<file path="config.mk">
export PLATFORM = sky130hd
export DESIGN_NAME = cable_sequencer
export DESIGN_NICKNAME = d
export VERILOG_FILES = /design/src/rtl/cable_pkg.sv /design/src/rtl/frame_divider.sv /design/src/rtl/cable_sequencer.sv
export SDC_FILE = /design/constraint.sdc
export NUM_CORES = 1
export LEC_CHECK = 0
export ABC_AREA = 1
export BUFFER_PORTS_ARGS = -buffer_cell sky130_fd_sc_hd__buf_2
export CAP_MARGIN = 15
export CORE_UTILIZATION = 40
export CTS_CLUSTER_SIZE = 40
export DETAILED_ROUTE_END_ITERATION = 16
export GPL_ROUTABILITY_DRIVEN = 1
export PLACE_DENSITY = 0.71
export SYNTH_ARGS = -nofsm -noshare
export SYNTH_HDL_FRONTEND = slang
export SYNTH_SLANG_ARGS = --single-unit
</file>
<file path="constraint.sdc">
create_clock -name clk -period 2.04 [get_ports clk]
set_input_delay 0.102 -clock clk [delete_from_list [all_inputs] [get_ports clk]]
set_output_delay 0.102 -clock clk [all_outputs]
set_load 0.02 [all_outputs]
</file>
<file path="src/rtl/cable_pkg.sv">
// Shared types and constants for the cable/hook game sequencer: state encoding,
// object weight class and the delivery score table.
package cable_pkg;

  localparam int STATE_W = 3;

  // Values double as the stateOut encoding seen by the rest of the game.
  typedef enum logic [STATE_W-1:0] {
    ST_IDLE    = 3'd0,
    ST_SWING   = 3'd1,
    ST_LAUNCH  = 3'd2,
    ST_EXTEND  = 3'd3,
    ST_RETRACT = 3'd4,
    ST_DELIVER = 3'd5
  } state_e;

  typedef logic [1:0] weight_t;

  localparam int unsigned SCORE_TABLE [4] = '{50, 100, 250, 500};

  function automatic int unsigned score_for(weight_t w);
    return SCORE_TABLE[w];
  endfunction

endpackage

</file>
<file path="src/rtl/frame_divider.sv">
// Counts tick_i modulo (div_i+1) and strobes on the tick that finds the count at
// zero, so the first tick after a load always strobes.
module frame_divider #(
  parameter int DIV_W = 2
) (
  input  logic             clk,
  input  logic             resetN,
  input  logic             load_i,
  input  logic             tick_i,
  input  logic [DIV_W-1:0] div_i,
  output logic             strobe_o
);

  logic [DIV_W-1:0] cnt_q;
  logic [DIV_W-1:0] cnt_d;

  always_comb begin
    cnt_d = cnt_q;
    if (load_i) begin
      cnt_d = '0;
    end else if (tick_i) begin
      cnt_d = (cnt_q == div_i) ? '0 : cnt_q + DIV_W'(1);
    end
  end

  always_ff @(posedge clk or negedge resetN) begin
    if (!resetN) begin
      cnt_q <= '0;
    end else begin
      cnt_q <= cnt_d;
    end
  end

  assign strobe_o = tick_i && (cnt_q == '0);

endmodule

</file>
<file path="src/rtl/cable_sequencer.sv">
// Game-level controller for the swinging cable: swing, launch, extend, retract
// and deliver phases, with weight-throttled reel-in and score/removal pulses.
module cable_sequencer
  import cable_pkg::*;
#(
  parameter int NUM_OBJ_W         = 3,
  parameter int MAX_EXTEND_FRAMES = 120,
  parameter int DELIVER_FRAMES    = 15,
  parameter int SCORE_W           = 12
) (
  input  logic                 clk,
  input  logic                 resetN,
  input  logic                 startOfFrame,
  input  logic                 gameEnable,
  input  logic                 launchKey,
  input  logic                 cableHome,
  input  logic                 hitObject,
  input  logic [NUM_OBJ_W-1:0] hitObjectId,
  input  logic [1:0]           hitObjectWeight,
  input  logic                 hitEdge,
  output logic                 launch_Cable,
  output logic                 retract,
  output logic                 moveEnable,
  output logic                 grabbedValid,
  output logic [NUM_OBJ_W-1:0] grabbedId,
  output logic                 removeObject,
  output logic                 scoreAdd,
  output logic [SCORE_W-1:0]   scoreValue,
  output logic [2:0]           stateOut
);

  localparam int EXT_W = $clog2(MAX_EXTEND_FRAMES + 1);
  localparam int DLV_W = $clog2(DELIVER_FRAMES + 1);
  localparam logic [EXT_W-1:0] EXT_LAST = EXT_W'(MAX_EXTEND_FRAMES);
  localparam logic [DLV_W-1:0] DLV_LAST = DLV_W'(DELIVER_FRAMES - 1);

  state_e               state_q, state_d;
  logic                 key_q;
  logic [EXT_W-1:0]     ext_cnt_q, ext_cnt_d;
  logic [DLV_W-1:0]     dlv_cnt_q, dlv_cnt_d;
  weight_t              weight_q, weight_d;
  logic                 valid_q, valid_d;
  logic [NUM_OBJ_W-1:0] id_q, id_d;
  logic                 launch_q, launch_d;
  logic                 remove_q, remove_d;
  logic                 score_add_q, score_add_d;
  logic [SCORE_W-1:0]   score_q, score_d;
  logic                 key_rise;
  logic                 div_load;
  logic                 div_tick;
  logic                 div_strobe;

  // key_q samples in every state, so a key held across entry to SWING shows no edge.
  assign key_rise = launchKey && !key_q;

  always_comb begin
    state_d   = state_q;
    ext_cnt_d = ext_cnt_q;
    dlv_cnt_d = dlv_cnt_q;
    weight_d  = weight_q;
    valid_d   = valid_q;
    id_d      = id_q;
    if (!gameEnable) begin
      state_d  = ST_IDLE;
      valid_d  = 1'b0;
      id_d     = '0;
      weight_d = '0;
    end else begin
      case (state_q)
        ST_IDLE:   state_d = ST_SWING;
        ST_SWING: begin
          if (key_rise && cableHome) state_d = ST_LAUNCH;
        end
        ST_LAUNCH: begin
          ext_cnt_d = '0;
          state_d   = ST_EXTEND;
        end
        ST_EXTEND: begin
          if (hitObject) begin
            id_d     = hitObjectId;
            weight_d = hitObjectWeight;
            valid_d  = 1'b1;
            state_d  = ST_RETRACT;
          end else if (hitEdge || ext_cnt_q == EXT_LAST) begin
            weight_d = '0;
            valid_d  = 1'b0;
            state_d  = ST_RETRACT;
          end else if (startOfFrame) begin
            ext_cnt_d = ext_cnt_q + EXT_W'(1);
          end
        end
        ST_RETRACT: begin
          if (cableHome) begin
            dlv_cnt_d = '0;
            state_d   = valid_q ? ST_DELIVER : ST_SWING;
          end
        end
        ST_DELIVER: begin
          if (startOfFrame) begin
            if (dlv_cnt_q == DLV_LAST) begin
              valid_d = 1'b0;
              id_d    = '0;
              state_d = ST_SWING;
            end else begin
              dlv_cnt_d = dlv_cnt_q + DLV_W'(1);
            end
          end
        end
        default:   state_d = ST_IDLE;
      endcase
    end
  end

  // Pulses are decoded from the next state so they line up with the state they belong to.
  always_comb begin
    launch_d    = (state_d == ST_LAUNCH);
    remove_d    = (state_d == ST_DELIVER) && (state_q != ST_DELIVER);
    score_add_d = remove_d;
    score_d     = (state_d == ST_DELIVER) ? SCORE_W'(score_for(weight_d)) : '0;
  end

  always_ff @(posedge clk or negedge resetN) begin
    if (!resetN) begin
      state_q     <= ST_IDLE;
      key_q       <= 1'b0;
      ext_cnt_q   <= '0;
      dlv_cnt_q   <= '0;
      weight_q    <= '0;
      valid_q     <= 1'b0;
      id_q        <= '0;
      launch_q    <= 1'b0;
      remove_q    <= 1'b0;
      score_add_q <= 1'b0;
      score_q     <= '0;
    end else begin
      state_q     <= state_d;
      key_q       <= launchKey;
      ext_cnt_q   <= ext_cnt_d;
      dlv_cnt_q   <= dlv_cnt_d;
      weight_q    <= weight_d;
      valid_q     <= valid_d;
      id_q        <= id_d;
      launch_q    <= launch_d;
      remove_q    <= remove_d;
      score_add_q <= score_add_d;
      score_q     <= score_d;
    end
  end

  assign div_load = (state_d == ST_RETRACT) && (state_q != ST_RETRACT);
  assign div_tick = startOfFrame && (state_q == ST_RETRACT);

  frame_divider #(
    .DIV_W ($bits(weight_t))
  ) u_reel_div (
    .clk      (clk),
    .resetN   (resetN),
    .load_i   (div_load),
    .tick_i   (div_tick),
    .div_i    (weight_q),
    .strobe_o (div_strobe)
  );

  assign moveEnable   = startOfFrame && ((state_q == ST_SWING) || (state_q == ST_EXTEND) ||
                                         ((state_q == ST_RETRACT) && div_strobe));
  assign retract      = (state_q == ST_RETRACT);
  assign launch_Cable = launch_q;
  assign removeObject = remove_q;
  assign scoreAdd     = score_add_q;
  assign scoreValue   = score_q;
  assign grabbedValid = valid_q;
  assign grabbedId    = id_q;
  assign stateOut     = state_q;

endmodule

</file>
==> out/qor.csv, run 1 <==
stage,metric,value,unit
job,number of max-cap violations,0,
sta,Slew HR,0.519,
detailed_routing,Detailed Route WL,3.42,mm
floorplan,floorplan core area,4350,um^2
clock_tree,TritonCTS clock tree,done,
power,Max rail drop VDD,0.471,mV
sta,Final setup viols,0,
layout,Layout Cell Area excl Fill,2140,um^2
synthesis,Avg Inst Size Synth,8.08,um^2
place,post-DP HPWL,2.61,mm
critical_path,count of cells along the worst register-to-register path,9,
critical_path,data arrival time of the worst path,1.89,ns
critical_path,capturing point of the worst reg2reg path,ext_cnt_q[6],
critical_path,CP startpoint kind,flip-flop,
critical_path,"Req. time, crit path",2.23,ns
detailed_routing,met3 routed WL,145,um
detailed_routing,WL/cell,10.9,um
synthesis,number of distinct standard cells referenced by the synthesized netlist,29,
floorplan,Starting Density,0.414,
critical_path,startpoint of the most critical register-to-register path,ext_cnt_q[0],
critical_path,crit path cell chain,inv_1 > ha_1 > nand2_1 > inv_1 > nand3_2 > nand2_1 > nand2_2 > nand2_1 > o31ai_1,
synthesis,proportion of synthesized chip area in sequential cells,0.458,
critical_path,critical path's slowest cell,sky130_fd_sc_hd__dfrtp_1,
place,Area after DPL,1980,um^2
critical_path,slack of the worst reg-to-reg path,0.33,ns
power,clock network power share,0.422,
floorplan,Chip Height,69.1,um
power,sequential cell fraction of total power,0.435,
synthesis,total standard cell area after synthesis,1800,um^2
critical_path,biggest fanout along the worst timing path,11,
sta,ratio of final minimum period to clock period,0.836,
grt,first-pass GRT wire length,5.81,mm
grt,overflow left after global routing,0,
synthesis,most area-hungry cell type in the Yosys netlist,sky130_fd_sc_hd__dfrtp_1,
worst_hold_path,launch instance of the worst min-delay path,hitObjectId[1],
clock_tree,Max Root-Sink Buffers,2,
detailed_routing,sum of routed wire segments on met1,1.71,mm
clock_tree,root buffer selected by CTS,sky130_fd_sc_hd__clkbuf_8,
sta,final hold violation count,0,
power,reported net switching power,459,uW
power,cell internal pwr,1.30,mW
synthesis,number of instances in the synthesized netlist,223,
critical_path,startpoint-to-endpoint class of the critical path,flip-flop to flip-flop,
detailed_routing,total met2 wirelength after detailed routing,1.54,mm
grt,via count of the first global-routing pass,1351,
synthesis,top cells by area in the synthesized netlist,"sky130_fd_sc_hd__dfrtp_1 (46%), sky130_fd_sc_hd__nand2_1 (12%), sky130_fd_sc_hd__inv_1 (6.0%)",
layout,number of inserted diodes,0,
sta,Peak Freq,586,MHz
sta,setup repair after global routing missed its margin,false,
critical_path,library cell appearing most often on the critical path,sky130_fd_sc_hd__nand2_1,
place,number of port buffers,32,
power,static leakage,1.18,nW
layout,layout cell share with drive strength beyond 1,0.227,
sta,final critical path time including I/O delays and setup,1.71,ns
synthesis,most frequent cells after synthesis,"sky130_fd_sc_hd__nand2_1 (59), sky130_fd_sc_hd__dfrtp_1 (33), sky130_fd_sc_hd__inv_1 (29), sky130_fd_sc_hd__nor2_1 (18), sky130_fd_sc_hd__nand3_1 (15)",
clock_tree,Clock Sinks,33,
sta,Final Max Slew Viols,0,
worst_hold_path,end of the worst hold path,grabbedId[1],
clock_tree,worst-skew pair later-pin latency,0.28,ns
power,part of the total power dissipated in combinational logic,0.144,
grt,largest net degree at the start of global routing,34,
synthesis,"Warnings, synthesis",0,
clock_tree,clock input transition at the sequential cells of the worst setup and hold paths,0.07,ns
layout,nets,277,
synthesis,"Async S/R FF share, synth",1.00,
detailed_routing,DR DRC count,0,
place,gp weighted congestion,0.792,
synthesis,area share of the leading cell type in the synthesized netlist,0.458,
clock_tree,buffers inserted by post-CTS timing repair,0,
detailed_routing,vias post-DR,1470,
critical_path,endpoint class of the critical path,flip-flop,
critical_path,maximum single-stage delay on the critical path,0.43,ns
layout,Layout area overhead,18.8,%
worst_hold_path,worst hold path cell count,3,
floorplan,die width,69.1,um
run_status,run status,finished clean,
sta,actual slew at the worst max-slew pin,0.722,ns
power,power density over cell area,820,nW/um^2
clock_tree,number of gates given a new drive strength after cts,0,
synthesis,most common cell in the synthesized netlist,sky130_fd_sc_hd__nand2_1,
worst_hold_path,Hold WC Path Type,input pin to flip-flop,
synthesis,top flip-flop cell by instance count after synthesis,sky130_fd_sc_hd__dfrtp_1,
detailed_routing,post-route ant nets,0,
floorplan,floorplan die area,4780,um^2
power,switching power share of the total,0.262,
grt,GRT Resource Usage Total,0.154,
clock_tree,Post-CTS Hold Fix Bufs,2,
sta,aggregate negative setup slack,0,ns
grt,number of antenna violations at the first check in global routing,0,
synthesis,number of enable-type register cells in the synthesized netlist,0,
floorplan,Row Count,24,
detailed_routing,first-pass detailed-route iteration total,4,
floorplan,I/O pin count,37,
detailed_routing,DR top layer,met4,
sta,minimum hold slack,0.0819,ns
detailed_routing,DRC marker count from the first detailed-route iteration,84,
clock_tree,H-tree depth,2,
clock_tree,cts bufs inserted,5,
sta,Final Skew,0.00273,ns
synthesis,post-synthesis register bit count,33,
detailed_routing,post-detailed-route via-to-cell ratio,4.71,
[metal layers]
layer / track usage / vias to the layer above
met5: 0 / -
met4: 0.0567 / 0
met3: 0.0365 / 5
met2: 0.249 / 30
met1: 0.200 / 665
li1: - / 770
[area by class of cell]
class,count,area [um^2]
sequential,33,826
inverter,32,120
tap,52,65.1
clock buffer,5,68.8
timing repair buffer,34,180
fill,423,2210
clock inverter,3,68.8
multi-input combinational,153,812
[placed cells by master, fill, tap and decap left out, types with 3 or more instances in the layout]
cell type / instances
sky130_fd_sc_hd__a21oi_1: 7
sky130_fd_sc_hd__buf_2: 32
sky130_fd_sc_hd__clkbuf_8: 5
sky130_fd_sc_hd__conb_1: 4
sky130_fd_sc_hd__dfrtp_1: 33
sky130_fd_sc_hd__ha_1: 5
sky130_fd_sc_hd__inv_1: 29
sky130_fd_sc_hd__inv_2: 3
sky130_fd_sc_hd__nand2_1: 59
sky130_fd_sc_hd__nand2_2: 5
sky130_fd_sc_hd__nand3_1: 15
sky130_fd_sc_hd__nand4_1: 4
sky130_fd_sc_hd__nor2_1: 18
sky130_fd_sc_hd__nor2_4: 3
sky130_fd_sc_hd__o21ai_0: 9
sky130_fd_sc_hd__o31ai_1: 5
sky130_fd_sc_hd__or2_2: 3
sky130_fd_sc_hd__xor2_1: 5
[flip-flops by register name, indices dropped and copies added (netlist names), 2 cells and up]
register	flops
grabbedId	3
scoreValue	8
dlv_cnt_q	4
weight_q	2
u_reel_div.cnt_q	2
ext_cnt_q	7
stateOut	3
[logic make-up (layout without fill, tap and decap cells)]
family / count (synthesis) / after routing / share of synthesized area
buf+inv: 40 / 74 / 0.0972
compound gates: 27 / 27 / 0.0965
flops: 33 / 33 / 0.458
other cells: 1 / 4 / 0.00208
fa+ha+maj: 5 / 5 / 0.0347
simple gates: 111 / 111 / 0.282
xor+xnor: 6 / 6 / 0.0292
[through the flow]
step                 util  cells  setup slack (ns)  power, mW
floorplan               -    226             0.519      0.956
global placement    0.455    302             0.401       1.02
detailed placement  0.455    302             0.335       1.03
CTS                 0.492    312             0.312       1.78
global route        0.492    312            0.0961       1.84
finish              0.492    312             0.335       1.76
[worst max-delay path, delay by kind of cell, from the launching register on]
kind                       cells  cell delay (ns)
and+or+nand+nor                5             0.57
DFF                            1             0.43
AOI/OAI and AO/OA              1             0.30
adders and majority gates      1             0.20
buffers and inverters          2             0.10
[power groups by stage]
stage               Combinational [mW]  Sequential (mW)  Clock (mW)
floorplan                        0.181            0.774           0
global placement                 0.245            0.773           0
detailed placement               0.252            0.775           0
CTS                              0.255            0.763       0.759
global route                     0.289            0.772       0.778
finish                           0.252            0.763       0.740
[how the worst max path moves through the flow]
stage,to,depth (start not counted),startpoint
3_5_place_dp,ext_cnt_q[2],9,ext_cnt_q[0]
2_1_floorplan,moveEnable,6,stateOut[0]
3_3_place_gp,ext_cnt_q[6],9,ext_cnt_q[0]
6_report,ext_cnt_q[6],9,ext_cnt_q[0]
4_1_cts,ext_cnt_q[2],9,ext_cnt_q[0]
5_1_grt,ext_cnt_q[2],9,ext_cnt_q[0]
Note: power is estimated with default switching activity, not from simulation.
==> run 2, diff against run 1 <==
- clock period: 2.04 -> 1.6 ns (I/O delays scaled with it)
==> run 2 against run 1 <==
  * Combinational power rose by 46%
  * Design area rose by 6.6%
  * Via count rose by 5.9%
  * First-iteration DRC count fell by 46%
  * Setup slack got worse by 0.26 ns
  * Worst hold slack got worse by 0.024 ns
  * Maximum frequency rose by 12%
  * Core utilization rose by 3.2 points
  * Global-route usage rose by 1.1 points
  * Critical path depth rose by 3
  * Clock skew rose by 0.0022 ns
  * Routed wire length rose by 8.7%
  * Critical endpoint is now scoreValue[8]
==> out/qor.csv, run 2 (synthesis gave the netlist of run 1 again) <==
stage,metric,value,unit,change
critical_path,biggest fanout along the worst timing path,6,,-5
critical_path,capturing point of the worst reg2reg path,scoreValue[8],,
clock_tree,worst-skew pair later-pin latency,0.29,ns,about the same
sta,Peak Freq,656,MHz,+12%
worst_hold_path,end of the worst hold path,grabbedId[0],,
critical_path,startpoint of the most critical register-to-register path,ext_cnt_q[1],,
layout,Layout area overhead,26.7,%,
critical_path,critical path's slowest cell,sky130_fd_sc_hd__dfrtp_1,,
sta,final hold violation count,0,,unchanged
detailed_routing,post-route ant nets,0,,unchanged
clock_tree,TritonCTS clock tree,done,,
floorplan,Starting Density,0.414,,unchanged
detailed_routing,DR DRC count,0,,unchanged
critical_path,maximum single-stage delay on the critical path,0.38,ns,-0.05 ns
critical_path,crit path cell chain,inv_1 > ha_2 > nand2_1 > inv_2 > nand3_4 > nand2_4 > nand2_4 > nand2_2 > nand2_2 > nor2_4 > nand2_2 > nor2_2,,
grt,GRT Resource Usage Total,0.165,,+0.0111
layout,"commonest cells after routing, fill and taps aside","sky130_fd_sc_hd__nand2_1 (49), sky130_fd_sc_hd__dfrtp_1 (31), sky130_fd_sc_hd__buf_2 (31)",,
place,gp weighted congestion,0.808,,+2.1%
critical_path,slack of the worst reg-to-reg path,0.08,ns,-0.26 ns
sta,Final Skew,0.00492,ns,+0.00219 ns
place,post-DP HPWL,2.68,mm,+3.0%
layout,layout cell share with drive strength beyond 1,0.342,,+0.115
layout,number of flip-flops in the largest register,8,,unchanged
critical_path,library cell appearing most often on the critical path,sky130_fd_sc_hd__nand2_2,,
layout,"most common cell after layout, fill and taps aside",sky130_fd_sc_hd__nand2_1,,
sta,final critical path time including I/O delays and setup,1.52,ns,-0.181 ns
power,static leakage,1.23,nW,+4.4%
floorplan,die width,69.1,um,unchanged
clock_tree,root buffer selected by CTS,sky130_fd_sc_hd__clkbuf_8,,
floorplan,floorplan core area,4350,um^2,unchanged
clock_tree,cts bufs inserted,5,,unchanged
critical_path,"Req. time, crit path",1.83,ns,-0.40 ns
critical_path,CP startpoint kind,flip-flop,,
job,number of max-cap violations,0,,unchanged
detailed_routing,Detailed Route WL,3.71,mm,+8.7%
clock_tree,Clock Sinks,33,,unchanged
sta,Final Max Slew Viols,0,,unchanged
grt,largest net degree at the start of global routing,34,,unchanged
layout,number of inserted diodes,0,,unchanged
sta,aggregate negative setup slack,0,ns,unchanged
layout,nets,289,,+4.3%
layout,final core utilization,0.524,,+0.0325
run_status,run status,finished clean,,
worst_hold_path,worst hold path cell count,3,,unchanged
power,power density over cell area,855,nW/um^2,+4.3%
detailed_routing,vias post-DR,1556,,+5.9%
sta,ratio of final minimum period to clock period,0.952,,+0.116
sta,Slew HR,0.505,,-0.0137
worst_hold_path,launch instance of the worst min-delay path,hitObjectId[0],,
place,number of port buffers,32,,unchanged
grt,overflow left after global routing,0,,unchanged
critical_path,endpoint class of the critical path,flip-flop,,
floorplan,I/O pin count,37,,unchanged
detailed_routing,DRC marker count from the first detailed-route iteration,45,,-46%
floorplan,floorplan die area,4780,um^2,unchanged
floorplan,Chip Height,69.1,um,unchanged
critical_path,number of buffer and inverter instances along the worst setup path,2,,unchanged
grt,first-pass GRT wire length,6.15,mm,+5.9%
layout,count of filler cells inserted in the layout,404,,-4.5%
clock_tree,clock input transition at the sequential cells of the worst setup and hold paths,0.07,ns,about the same
sta,actual slew at the worst max-slew pin,0.742,ns,+0.0206 ns
grt,via count of the first global-routing pass,1387,,+2.7%
detailed_routing,first-pass detailed-route iteration total,4,,unchanged
clock_tree,H-tree depth,2,,unchanged
detailed_routing,WL/cell,11.5,um,+4.7%
critical_path,startpoint-to-endpoint class of the critical path,flip-flop to flip-flop,,
detailed_routing,post-detailed-route via-to-cell ratio,4.80,,+1.9%
grt,number of antenna violations at the first check in global routing,0,,unchanged
critical_path,data arrival time of the worst path,1.75,ns,-0.14 ns
critical_path,cell class contributing the biggest share of worst-path delay,simple AND/OR/NAND/NOR gates,,
clock_tree,Max Root-Sink Buffers,2,,unchanged
power,Max rail drop VDD,0.467,mV,-0.81%
sta,Final setup viols,0,,unchanged
floorplan,Row Count,24,,unchanged
power,total design power,1.95,mW,+11%
worst_hold_path,Hold WC Path Type,input pin to flip-flop,,
sta,minimum hold slack,0.0578,ns,-0.0241 ns
critical_path,count of cells along the worst register-to-register path,12,,+3
sta,setup repair after global routing missed its margin,true,,
[run 2: cell type report]
type	count	area, um^2	area share
well taps	52	65.1	0.0285
clock buffers	5	68.8	0.0302
flip-flops and latches	33	828	0.363
repair buffers	46	273	0.120
inverters	32	123	0.0537
multi-input cells	153	907	0.397
clock inverters	3	17.5	0.00768
[run 2: worst min-delay path, delay by kind of cell]
kind | cells | cell delay (ns)
AND/OR/NAND/NOR | 1 | 0.05
AO/OA/AOI/OAI | 1 | 0.08
buffers and inverters | 1 | 0.10
[run 2: routing by layer]
| metal | global-route usage | wire length, um |
|---|---|---|
| met2 | 0.250 | 1670 |
| met3 | 0.0629 | 178 |
| met1 | 0.211 | 1790 |
| met4 | 0.0658 | 67 |
| met5 | 0 | 0 |
[run 2: what timing repair did]
item                                    4_1_cts  5_1_grt
endpoints found under the hold margin        34        0
hold buffers                                  2        0
buffers inserted                              0        5
gates resized for setup                       2       29
endpoints found under the setup margin        6       23
pin swaps                                     0        8
[run 2: power by group]
part           total, mW  leakage, nW  switching [mW]  internal, mW
clock              0.618       0.0439           0.318         0.300
combinational      0.368        0.751           0.227         0.142
sequential         0.966        0.437          0.0618         0.904
[run 2: through the flow]
| step | instances | setup WS [ns] | instance area (um^2) |
|---|---|---|---|
| final | 324 | 0.0762 | 2280 |
| after floorplan | 226 | 0.101 | 1810 |
| after CTS | 319 | 0.0142 | 2150 |
| after detailed placement | 309 | -0.0388 | 2040 |
| after global placement | 309 | -0.00881 | 2040 |
| after global routing | 324 | -0.0470 | 2280 |
[run 2: how the worst max path moves through the flow]
stage | slack (ns) | endpoint | cells past startpoint | from
floorplan | 0.10 | moveEnable | 6 | stateOut[0]
global placement | -0.009 | ext_cnt_q[3] | 9 | ext_cnt_q[0]
detailed placement | -0.04 | ext_cnt_q[3] | 9 | ext_cnt_q[0]
CTS | 0.01 | scoreValue[8] | 11 | ext_cnt_q[0]
global route | -0.05 | scoreValue[8] | 12 | ext_cnt_q[1]
finish | 0.08 | scoreValue[8] | 12 | ext_cnt_q[1]
==> run 3, diff against run 2 <==
- clock period: 1.6 -> 1.8 ns (I/O delays scaled with it)
==> run 3 against run 2 <==
  * Cell count decreased by 3.7%
  * Critical endpoint unchanged
  * Maximum frequency decreased by 7.2%
  * Sequential power decreased by 11%
  * Total power increased by 2.0%
  * Core utilization decreased by 3.2 points
  * Die area unchanged
  * Worst hold slack improved by 0.012 ns
==> out/qor.csv, run 3 (synthesis gave the netlist of run 1 again) <==
stage,metric,value,unit,change
run_status,run status,finished clean,,
layout,Register Area,826,um^2,-0.30%
floorplan,Starting Density,0.414,,unchanged
detailed_routing,Detailed Route WL,3.43,mm,-7.6%
critical_path,biggest fanout along the worst timing path,6,,unchanged
sta,final critical path time including I/O delays and setup,1.64,ns,+0.117 ns
detailed_routing,post-detailed-route via-to-cell ratio,4.73,,-1.4%
layout,number of flip-flops in the largest register,8,,unchanged
detailed_routing,DRC marker count from the first detailed-route iteration,67,,+49%
place,post-DP HPWL,2.60,mm,-3.1%
grt,GRT Resource Usage Total,0.158,,-0.00668
critical_path,"Req. time, crit path",2.02,ns,+0.19 ns
sta,Peak Freq,609,MHz,-7.2%
place,Area after DPL,1980,um^2,-2.6%
clock_tree,clock input transition at the sequential cells of the worst setup and hold paths,0.07,ns,about the same
detailed_routing,sum of routed wire segments on met1,1.71,mm,-4.7%
detailed_routing,DR top layer,met4,,
grt,overflow left after global routing,0,,unchanged
floorplan,Chip Height,69.1,um,unchanged
grt,first-pass GRT wire length,5.97,mm,-3.0%
detailed_routing,WL/cell,11.0,um,-4.0%
sta,Final Skew,0.00207,ns,-0.00285 ns
clock_tree,Clock Sinks,33,,unchanged
grt,via count of the first global-routing pass,1390,,+0.22%
clock_tree,H-tree depth,2,,unchanged
power,static leakage,1.18,nW,-4.2%
layout,"commonest cells after routing, fill and taps aside","sky130_fd_sc_hd__nand2_1 (58), sky130_fd_sc_hd__dfrtp_1 (33), sky130_fd_sc_hd__buf_2 (32)",,
clock_tree,worst-skew pair later-pin latency,0.28,ns,about the same
sta,minimum hold slack,0.0700,ns,+0.0122 ns
critical_path,endpoint class of the critical path,flip-flop,,
sta,final hold violation count,0,,unchanged
critical_path,maximum single-stage delay on the critical path,0.43,ns,+0.05 ns
clock_tree,Max Root-Sink Buffers,2,,unchanged
place,number of port buffers,32,,unchanged
sta,Slew HR,0.514,,+0.00849
sta,Final Max Slew Viols,0,,unchanged
job,number of max-cap violations,0,,unchanged
grt,number of antenna violations at the first check in global routing,0,,unchanged
worst_hold_path,Hold WC Path Type,input pin to flip-flop,,
sta,ratio of final minimum period to clock period,0.912,,-0.0406
power,sequential cell fraction of total power,0.434,,-0.061
power,switching power share of the total,0.263,,-0.0482
critical_path,data arrival time of the worst path,1.86,ns,+0.11 ns
floorplan,Row Count,24,,unchanged
layout,multi-input gate area in the final layout,815,um^2,-10%
layout,count of filler cells inserted in the layout,435,,+7.7%
detailed_routing,vias post-DR,1477,,-5.1%
layout,number of inserted diodes,0,,unchanged
critical_path,library cell appearing most often on the critical path,sky130_fd_sc_hd__nand2_1,,
place,gp weighted congestion,0.792,,-2.0%
critical_path,crit path cell chain,inv_1 > ha_1 > nand2_1 > inv_1 > nand3_2 > nand2_1 > nand2_2 > nand3_1 > a21oi_1 > nand2_1 > nor2_1,,
floorplan,floorplan die area,4780,um^2,unchanged
detailed_routing,DR DRC count,0,,unchanged
detailed_routing,first-pass detailed-route iteration total,4,,unchanged
layout,layout cell share with drive strength beyond 1,0.231,,-0.111
clock_tree,root buffer selected by CTS,sky130_fd_sc_hd__clkbuf_8,,
critical_path,startpoint-to-endpoint class of the critical path,flip-flop to flip-flop,,
detailed_routing,total met2 wirelength after detailed routing,1.53,mm,-8.9%
critical_path,critical path's slowest cell,sky130_fd_sc_hd__dfrtp_1,,
clock_tree,TritonCTS clock tree,done,,
clock_tree,cts bufs inserted,5,,unchanged
detailed_routing,post-route ant nets,0,,unchanged
grt,largest net degree at the start of global routing,34,,unchanged
power,reported net switching power,523,uW,-14%
layout,nets,277,,-4.2%
sta,Final setup viols,0,,unchanged
layout,Layout Cell Area excl Fill,2140,um^2,-6.1%
floorplan,floorplan core area,4350,um^2,unchanged
critical_path,cell class contributing the biggest share of worst-path delay,simple AND/OR/NAND/NOR gates,,
layout,Layout area overhead,19.0,%,
floorplan,I/O pin count,37,,unchanged
detailed_routing,met3 routed WL,144,um,-19%
sta,actual slew at the worst max-slew pin,0.729,ns,-0.0127 ns
critical_path,number of buffer and inverter instances along the worst setup path,2,,unchanged
power,clock network power share,0.421,,+0.104
power,part of the total power dissipated in combinational logic,0.145,,-0.044
floorplan,die width,69.1,um,unchanged
power,power density over cell area,929,nW/um^2,+8.6%
layout,"most common cell after layout, fill and taps aside",sky130_fd_sc_hd__nand2_1,,
critical_path,CP startpoint kind,flip-flop,,
power,cell internal pwr,1.47,mW,+9.2%
power,Max rail drop VDD,0.539,mV,+15%
run 3: changes by cell type in the layout (fill, tap and decap cells not counted), moves of 3 or more:
cell                      previous run  this run
sky130_fd_sc_hd__nor2_1             14        18
sky130_fd_sc_hd__nand2_2            11         6
sky130_fd_sc_hd__buf_4              13         0
sky130_fd_sc_hd__nor2_2              4         1
sky130_fd_sc_hd__nand2_4             4         0
sky130_fd_sc_hd__nand2_1            49        58
run 3: per-layer routing:
layer,vias to the layer above,track usage
li1,768,-
met3,9,0.0365
met2,35,0.256
met1,665,0.205
met5,-,0
met4,0,0.0612
run 3: worst paths after layout:
kind | startpoint | to | slack (ns) | depth (start not counted)
min in group asynchronous | resetN | grabbedId[0] | 0.40 | 2
worst min-delay path | hitObjectId[1] | grabbedId[1] | 0.07 | 3
worst max register to register | ext_cnt_q[0] | scoreValue[8] | 0.16 | 11
max in group asynchronous | resetN | ext_cnt_q[0] | 0.93 | 2
worst max-delay path | ext_cnt_q[0] | scoreValue[8] | 0.16 | 11
worst min register to register | grabbedId[2] | grabbedId[2] | 0.49 | 2
run 3: worst register-to-register path, delay by kind of cell, from the launching register on:
family          cells  cell delay (ns)
compound gates      1             0.20
fa+ha+maj           1             0.20
buf+inv             2             0.11
flops               1             0.43
simple gates        7             0.63
run 3: metrics by stage:
step                      setup WS [ns]   util  total power, mW  cells   TNS, ns
after floorplan                   0.291      -             1.08    226         0
after global placement            0.162  0.455             1.15    302         0
after detailed placement         0.0972  0.455             1.16    302         0
after CTS                        0.0720  0.492             2.02    312         0
after global routing           -0.00106  0.492             2.09    312  -0.00106
final                             0.159  0.492             1.99    312         0
run 3: power groups by stage:
stage                     Clock [mW]  Combinational [mW]  Sequential [mW]
after floorplan                    0               0.205            0.878
after global placement             0               0.277            0.876
after CTS                      0.862               0.293            0.865
after detailed placement           0               0.286            0.879
after global routing           0.885               0.329            0.876
final                          0.839               0.289            0.864
run 3: area by class of cell:
type	instances	area share
Inverter	32	0.0560
Clock buffer	5	0.0321
Tap cell	52	0.0304
Timing Repair Buffer	34	0.0841
Clock inverter	3	0.0321
Sequential cell	33	0.385
Multi-Input combinational cell	153	0.380
run 3: repair_timing:
action | in CTS | in global routing
hold endpoints to repair | 34 | 0
hold buffers | 2 | 0
buffers inserted | 0 | 0
gates resized for setup | 0 | 1
setup endpoints to repair | 0 | 5
